### config.mk
export PLATFORM = sky130hd
export DESIGN_NAME = key_expand_seq
export DESIGN_NICKNAME = d
export VERILOG_FILES = /design/src/rtl/key_expand_seq.sv
export SDC_FILE = /design/constraint.sdc
export NUM_CORES = 1
export LEC_CHECK = 0
export ABC_AREA = 1
export BUFFER_PORTS_ARGS = -buffer_cell sky130_fd_sc_hd__clkbuf_2
export CAP_MARGIN = 20
export CELL_PAD_IN_SITES_DETAIL_PLACEMENT = 1
export CELL_PAD_IN_SITES_GLOBAL_PLACEMENT = 1
export CORE_UTILIZATION = 42
export CTS_CLUSTER_DIAMETER = 100
export DETAILED_ROUTE_END_ITERATION = 10
export PLACE_DENSITY_LB_ADDON = 0.05
export SYNTH_ARGS = -nofsm -noshare
export SYNTH_HDL_FRONTEND = slang
export SYNTH_SLANG_ARGS = --single-unit
### constraint.sdc
create_clock -name clk -period 4.95 [get_ports clk]
set_input_delay 0.495 -clock clk [delete_from_list [all_inputs] [get_ports clk]]
set_output_delay 0.495 -clock clk [all_outputs]
set_load 0.005 [all_outputs]
### src/rtl/key_expand_seq.sv
// rtl/key_expand_seq.sv - AES-128 key expansion, one S-box lookup per cycle
module key_expand_seq (
  input  logic         clk,
  input  logic         rst,
  input  logic         start,
  input  logic [127:0] key_in,
  output logic [127:0] rk_out,
  output logic         rk_valid,
  output logic [3:0]   rk_idx,
  output logic         busy,
  output logic         done
);

  typedef enum logic [1:0] {IDLE, SUB, XOR} state_t;

  // S-box table, entry 0 in the most significant byte.
  localparam logic [2047:0] SBOX_ROM = {
    128'h637c777bf26b6fc53001672bfed7ab76,
    128'hca82c97dfa5947f0add4a2af9ca472c0,
    128'hb7fd9326363ff7cc34a5e5f171d83115,
    128'h04c723c31896059a071280e2eb27b275,
    128'h09832c1a1b6e5aa0523bd6b329e32f84,
    128'h53d100ed20fcb15b6acbbe394a4c58cf,
    128'hd0efaafb434d338545f9027f503c9fa8,
    128'h51a3408f929d38f5bcb6da2110fff3d2,
    128'hcd0c13ec5f974417c4a77e3d645d1973,
    128'h60814fdc222a908846eeb814de5e0bdb,
    128'he0323a0a4906245cc2d3ac629195e479,
    128'he7c8376d8dd54ea96c56f4ea657aae08,
    128'hba78252e1ca6b4c6e8dd741f4bbd8b8a,
    128'h703eb5664803f60e613557b986c11d9e,
    128'he1f8981169d98e949b1e87e9ce5528df,
    128'h8ca1890dbfe6426841992d0fb054bb16
  };

  state_t      state;
  logic [31:0] w0, w1, w2, w3;
  logic [31:0] temp;
  logic [3:0]  r;
  logic [1:0]  b;

  logic [31:0] rot;
  logic [7:0]  sub_in;
  logic [7:0]  sub_out;
  logic [31:0] rcon;
  logic [31:0] t, n0, n1, n2, n3;

  // Shared S-box: pick byte b of RotWord(w3) and look it up.
  always_comb begin
    rot = {w3[23:0], w3[31:24]};
    case (b)
      2'd0:    sub_in = rot[31:24];
      2'd1:    sub_in = rot[23:16];
      2'd2:    sub_in = rot[15:8];
      default: sub_in = rot[7:0];
    endcase
    sub_out = SBOX_ROM[{~sub_in, 3'b000} +: 8];
  end

  // Round constant and the chained word XORs for the next round key.
  always_comb begin
    case (r)
      4'd1:    rcon = 32'h01000000;
      4'd2:    rcon = 32'h02000000;
      4'd3:    rcon = 32'h04000000;
      4'd4:    rcon = 32'h08000000;
      4'd5:    rcon = 32'h10000000;
      4'd6:    rcon = 32'h20000000;
      4'd7:    rcon = 32'h40000000;
      4'd8:    rcon = 32'h80000000;
      4'd9:    rcon = 32'h1b000000;
      4'd10:   rcon = 32'h36000000;
      default: rcon = 32'h00000000;
    endcase
    t  = temp ^ rcon;
    n0 = w0 ^ t;
    n1 = w1 ^ n0;
    n2 = w2 ^ n1;
    n3 = w3 ^ n2;
  end

  // Control FSM with registered outputs; strobes default low every cycle.
  always_ff @(posedge clk) begin
    if (rst) begin
      state    <= IDLE;
      rk_out   <= '0;
      rk_idx   <= '0;
      rk_valid <= 1'b0;
      done     <= 1'b0;
      busy     <= 1'b0;
      r        <= '0;
      b        <= '0;
      w0       <= '0;
      w1       <= '0;
      w2       <= '0;
      w3       <= '0;
      temp     <= '0;
    end else begin
      rk_valid <= 1'b0;
      done     <= 1'b0;
      case (state)
        IDLE: begin
          if (start) begin
            w0       <= key_in[127:96];
            w1       <= key_in[95:64];
            w2       <= key_in[63:32];
            w3       <= key_in[31:0];
            rk_out   <= key_in;
            rk_valid <= 1'b1;
            rk_idx   <= 4'd0;
            r        <= 4'd1;
            b        <= 2'd0;
            busy     <= 1'b1;
            state    <= SUB;
          end
        end
        SUB: begin
          case (b)
            2'd0:    temp[31:24] <= sub_out;
            2'd1:    temp[23:16] <= sub_out;
            2'd2:    temp[15:8]  <= sub_out;
            default: temp[7:0]   <= sub_out;
          endcase
          b <= b + 2'd1;
          if (b == 2'd3) state <= XOR;
        end
        XOR: begin
          w0       <= n0;
          w1       <= n1;
          w2       <= n2;
          w3       <= n3;
          rk_out   <= {n0, n1, n2, n3};
          rk_valid <= 1'b1;
          rk_idx   <= r;
          b        <= 2'd0;
          if (r == 4'd10) begin
            done  <= 1'b1;
            busy  <= 1'b0;
            state <= IDLE;
          end else begin
            r     <= r + 4'd1;
            state <= SUB;
          end
        end
        default: begin
          state <= IDLE;
          busy  <= 1'b0;
        end
      endcase
    end
  end

endmodule

==> results.yml, run 1 <==
timing:
  rsz0062_at_grt: "false"
  fin_skew_ns: 0.0140
  maxSlewViolCount: 0
  worstMarginPinSlew_ns: 1.10
  max-slew-margin-rel: 0.265
  hold_viol: 0
  setup_viol: 0
  fin_tns_setup_ns: 0
  finalCriticalPeriod_ns: 3.92
  whs_ns: 0.306
  period_share: 0.792
  fmax_mhz: 255
die:
  die_h_um: 170
  num_rows: 61
  initial_core_util: 0.426
  core-area_um2: 27800
  pin_count: 266
  dieArea_um2: 28900
  dieWidth_um: 170
critical_path:
  criticalPathCategory: "reg -> reg"
  end_kind: "flop"
  critical-path-top-delay-family: "simple AND/OR/NAND/NOR gates"
  critPathLaunchType: "flop"
  cp_common_cell: "nand3_1"
  path_cells: "ha_1, inv_2, nand2_1, o21bai_2, ha_1, nand3_1, nand2_1, inv_2, nand2_1, nand3_1, nand3_1, nand3_1, nand3_1, nand3_1, nand2_1, inv_1"
  critPathRequiredTime_ns: 5.34
  crit_buf_inv: 3
  critPathMaxStageDelay_ns: 0.60
  worstPathArrival_ns: 4.31
  crit_path_top_delay_cell: "nand3_1"
  crit_fanout: 20
global_routing:
  grt_first_pass_wirelength_mm: 83.1
  overflow: 0
  track_usage: 0.377
  antenna_found_initial: 1
  grt_max_degree: 70
  grt_pass1_vias: 13800
finish:
  fin_nets: 2115
  drive_gt1_frac: 0.184
  ff_latch_area_um2: 3660
  fillCellCount: 3772
  multi_input_area_um2: 7120
  areaGrowthSynthToFinish_pct: 17.4
synthesis:
  ys_seq_area_frac: 0.310
  ys_ff_latch: 183
  ys_warn_count: 0
  async_reset_ff_frac: 0
  synth_edf_count: 0
  avgSynthCellArea_um2: 6.65
  synth_cell_types: 41
  synth_top_area_cell: "dfxtp_1"
  yosys-top-cells-area: "dfxtp_1 31%, nand3_1 15%, nand2_1 11%, a21oi_1 4.4%, o21ai_0 4.3%"
  synth_ff_type: "dfxtp_1"
  synth_area_um2: 11800
  synth.top_cell.area_share: 0.310
  syn_inst: 1780
  syn_nets: 1930
pwr:
  vdd_drop_max_mv: 0.223
  p_per_area_nw_per_um2: 328
  power.leakage_nw: 6.41
routing:
  routedWlPerCell_um: 23.4
  postRouteAntennaNets: 0
  routed_wirelength_mm: 55.2
  viasPerCell: 5.97
  drt_pre_antenna_iters: 5
  drt_iter0_drc: 1545
  num_vias: 14100
  drc: 0
placed_design:
  gp_congestion: 1.03
  io_buffers: 265
  dpl.hpwl_mm: 39.5
cts:
  cts_tree: "yes"
  ctsHoldBuffers: 0
  cts_resized: 0
  cts_inserted_buffers: 17
  postCtsSetupRepairBufs: 0
  clkSinkCount: 183
  cts-root-buf: "clkbuf_16"
  cts_buffer_depth: 2
  clk_pin_slew_ns: 0.08
  insertion_delay_ns: 0.45
  htree_num_levels: 4
run_status:
  status: "complete, no violations"
worst_hold_path:
  min_path_type: "in -> reg"
job:
  drv_cap: 0
==> synthesized netlist by cell type (all sizes together) (28+ instances only) <==
cell,instances
o21ai,109
xnor2,36
a211oi,32
a21oi,105
xor2,47
nor2,119
clkbuf,65
inv,128
nand3,358
o22ai,29
nand2,342
o21a,28
dfxtp,183
nor3,69
buf,60
==> through the flow <==
| stage | utilization | std cells | cell area, um^2 | total power (W) | setup WS [ns] |
|---|---|---|---|---|---|
| 2_1_floorplan | - | 1780 | 11800 | 0.00254 | 2.37 |
| 3_3_place_gp | 0.477 | 2320 | 13200 | 0.00305 | 1.24 |
| 3_5_place_dp | 0.477 | 2321 | 13300 | 0.00307 | 1.11 |
| 4_1_cts | 0.499 | 2352 | 13900 | 0.00452 | 1.09 |
| 5_1_grt | 0.500 | 2355 | 13900 | 0.00474 | 0.792 |
| 6_report | 0.500 | 2356 | 13900 | 0.00456 | 1.03 |
==> layout make-up <==
class                           count  share of cell area
Multi-Input combinational cell   1342               0.512
Clock inverter                     13              0.0124
Timing Repair Buffer              291               0.111
Tap cell                          378              0.0340
Antenna cell                        1            0.000180
Clock buffer                       18              0.0309
Sequential cell                   183               0.264
Inverter                          130              0.0351
==> cells in the final DEF, fill, tap and decap left out, types with 28 or more instances in the layout <==
cell / instances
nand3_1: 355
o21a_1: 28
nand2_1: 333
a21oi_1: 105
dfxtp_1: 182
nor2_1: 107
o22ai_1: 28
nor3_1: 67
clkbuf_2: 264
xnor2_1: 36
inv_1: 119
a211oi_1: 32
o21ai_0: 101
xor2_1: 47
==> power breakdown <==
group	switching, W	internal (W)	leakage, nW
Combinational	0.000969	0.000445	4.61
Clock	0.000669	0.000803	0.291
Sequential	0.000104	0.00157	1.50
==> logic make-up (layout without fill, tap and decap cells) <==
group                    Yosys count  after routing  synth area share
flip-flops                       183            183             0.310
other                              0              1                 0
AND/OR/NAND/NOR                  893            893             0.340
AO/OA/AOI/OAI                    347            347             0.178
XOR/XNOR                          83             83            0.0614
buffers and inverters            255            452            0.0919
adder cells (fa/ha/maj)           19             19            0.0201
==> worst min-delay path: stages <==
cell and delay (ns):
clkbuf_2 0.08, a21oi_1 0.05, o22ai_1 0.09
==> registers in the layout (all words and copies together), names as in the netlist <==
register and flops:
b 2, busy 1, done 1, r 4, rcon 8, rk_idx 4, rk_out 127, rk_valid 1
state 2, temp 32, w0 1
==> metal layers <==
layer  routed length [um]  part of all wire  track usage  vias to the layer above
met5                   13           0.00024            0                        -
met4                 2440             0.044        0.174                        2
met3                 4630             0.084       0.0807                      165
met2                25300              0.46        0.606                      705
met1                22800              0.41        0.482                     6738
li1                     -                 -            -                     6450
==> final timing paths <==
| check | startpoint | to | slack, ns | depth (start not counted) |
|---|---|---|---|---|
| worst max register to register | b[0] | temp[24] | 1.03 | 16 |
| worst max-delay path | b[0] | temp[24] | 1.03 | 16 |
| worst min-delay path | key_in[12] | rk_out[12] | 0.31 | 3 |
| worst min register to register | rk_idx[0] | rk_idx[0] | 0.48 | 2 |
(Power assumes the default switching activity.)
==> inputs of run 2 (changes only) <==
--- a/config.mk
+++ b/config.mk
@@ -10,7 +10,7 @@
 export CAP_MARGIN = 20
 export CELL_PAD_IN_SITES_DETAIL_PLACEMENT = 1
 export CELL_PAD_IN_SITES_GLOBAL_PLACEMENT = 1
-export CORE_UTILIZATION = 42
+export CORE_UTILIZATION = 39
 export CTS_CLUSTER_DIAMETER = 100
 export DETAILED_ROUTE_END_ITERATION = 10
 export PLACE_DENSITY_LB_ADDON = 0.05
==> constraint.sdc (replaced) <==
create_clock -name clk -period 3.8 [get_ports clk]
set_input_delay 0.38 -clock clk [delete_from_list [all_inputs] [get_ports clk]]
set_output_delay 0.38 -clock clk [all_outputs]
set_load 0.005 [all_outputs]
==> results.yml, run 2 (synthesis gave the netlist of run 1 again) <==
critical_path:
  path_cells: "inv_1, ha_1, nand2_1, nand2_2, nor2_1, nor2_4, ha_1, nand3_2, buf_4, nand2_1, inv_2, nand2_1, nand3_1, nand3_1, nand3_1, nand3_1, nand3_1, nand2_1, inv_1"
  critPathMaxStageDelay_ns: 0.42
  worstPathArrival_ns: 3.82
  criticalPathCategory: "reg -> reg"
  crit_fanout: 13
  end_kind: "flop"
  critPathLaunchType: "flop"
  crit_buf_inv: 4
  critical-path-top-delay-family: "simple AND/OR/NAND/NOR gates"
  crit_path_top_delay_cell: "dfxtp_1"
  cp_common_cell: "nand3_1"
  critPathRequiredTime_ns: 4.14
cts:
  cts_inserted_buffers: 17
  clkSinkCount: 183
  cts-root-buf: "clkbuf_16"
  clk_pin_slew_ns: 0.07
  htree_num_levels: 4
  ctsHoldBuffers: 0
  insertion_delay_ns: 0.45
  cts_tree: "yes"
  cts_buffer_depth: 2
  postCtsSetupRepairBufs: 0
routing:
  drt_pre_antenna_iters: 5
  routedWlPerCell_um: 23.7
  drt_iter0_drc: 1263
  drc: 0
  routed_wirelength_mm: 57.0
  num_vias: 14200
  viasPerCell: 5.91
  postRouteAntennaNets: 0
global_routing:
  grt_first_pass_wirelength_mm: 85.6
  grt_max_degree: 100
  antenna_found_initial: 1
  overflow: 0
  track_usage: 0.363
  grt_pass1_vias: 14100
pwr:
  p_per_area_nw_per_um2: 422
  combPwrFrac: 0.319
  vdd_drop_max_mv: 0.376
  p_int_w: 0.00373
  switching_power_w: 0.00226
  seqPwrFrac: 0.365
  power.leakage_nw: 6.57
  power.clock.fraction: 0.315
  p_sw_frac: 0.377
finish:
  largest-register: "rk_out"
  final_common_cell: "nand3_1"
  fillCellCount: 4006
  antenna_cells: 0
  multi_input_area_um2: 7110
  final_area_um2: 14200
  final_cell_mix: "354 x nand3_1, 333 x nand2_1, 264 x clkbuf_2"
  ff_latch_area_um2: 3660
  largest_reg_flops: 127
  fin_nets: 2152
  drive_gt1_frac: 0.200
  areaGrowthSynthToFinish_pct: 20.1
run_status:
  status: "complete, no violations"
die:
  initial_core_util: 0.398
  die_h_um: 176
  core-area_um2: 29700
  dieWidth_um: 176
  pin_count: 266
  dieArea_um2: 31100
  num_rows: 63
timing:
  hold_viol: 0
  rsz0062_at_grt: "false"
  max-slew-margin-rel: 0.246
  maxSlewViolCount: 0
  finalCriticalPeriod_ns: 3.48
  fin_skew_ns: 0.0107
  fmax_mhz: 287
  fin_tns_setup_ns: 0
  period_share: 0.916
  setup_viol: 0
  worstMarginPinSlew_ns: 1.13
placed_design:
  placed_area_um2: 13600
  gp_congestion: 1.02
  dpl.hpwl_mm: 41.9
  io_buffers: 265
worst_hold_path:
  min_path_type: "in -> reg"
job:
  drv_cap: 0
[run 2: changes by cell type in the layout (fill, tap and decap cells not counted), moves of 2 or more]
cell	previous run	this run
buf_4	24	59
buf_12	2	4
clkinvlp_4	2	4
inv_8	2	0
[run 2: worst paths after layout]
| path | slack, ns | start | depth (start not counted) | end |
|---|---|---|---|---|
| worst max-delay path | 0.32 | b[0] | 19 | temp[0] |
| worst min-delay path | 0.20 | key_in[13] | 3 | rk_out[13] |
| worst max register to register | 0.32 | b[0] | 19 | temp[0] |
| worst min register to register | 0.49 | rk_out[49] | 2 | rk_out[49] |
[run 2: area by class of cell]
type	count	share of cell area
clock buffer	19	0.0312
timing repair buffer	328	0.130
tap	390	0.0343
inverter	130	0.0343
sequential	183	0.258
multi-input combinational	1342	0.500
clock inverter	13	0.0119
[run 2: timing repair]
action	CTS	global route
setup endpoints to repair	0	16
gates resized for setup	0	1
hold endpoints to repair	0	0
[run 2: per-layer routing]
metal | part of all wire | up-vias | GRT usage
li1 | - | 6526 | -
met1 | 0.42 | 6902 | 0.464
met2 | 0.47 | 658 | 0.595
met3 | 0.078 | 126 | 0.0724
met4 | 0.036 | 0 | 0.147
met5 | 0 | - | 0
[run 2: power by group through the flow]
stage	clock (W)	combinational, W	sequential (W)
after floorplan	0	0.00112	0.00219
after global placement	0	0.00185	0.00222
after detailed placement	0	0.00187	0.00223
after CTS	0.00192	0.00188	0.00219
after global routing	0.00200	0.00206	0.00220
final	0.00189	0.00192	0.00219
[run 2: stage by stage]
| step | total power (W) | std cells | hold WS [ns] | utilization | worst slack (ns) |
|---|---|---|---|---|---|
| after floorplan | 0.00330 | 1780 | 0.457 | - | 1.22 |
| final | 0.00600 | 2405 | 0.197 | 0.478 | 0.319 |
| after CTS | 0.00599 | 2405 | 0.174 | 0.478 | 0.154 |
| after global routing | 0.00626 | 2405 | 0.196 | 0.478 | 0.00968 |
| after detailed placement | 0.00410 | 2373 | 0.473 | 0.458 | 0.244 |
| after global placement | 0.00407 | 2373 | 0.457 | 0.458 | 0.365 |
[run 2: worst reg2reg max path, stage by stage, from the launching register on]
cell and delay (ns):
dfxtp_1 0.42, inv_1 0.09, ha_1 0.30, nand2_1 0.13
nand2_2 0.08, nor2_1 0.23, nor2_4 0.12, ha_1 0.39
nand3_2 0.27, buf_4 0.27, nand2_1 0.13, inv_2 0.13
nand2_1 0.09, nand3_1 0.07, nand3_1 0.13, nand3_1 0.10
nand3_1 0.19, nand3_1 0.11, nand2_1 0.09, inv_1 0.04
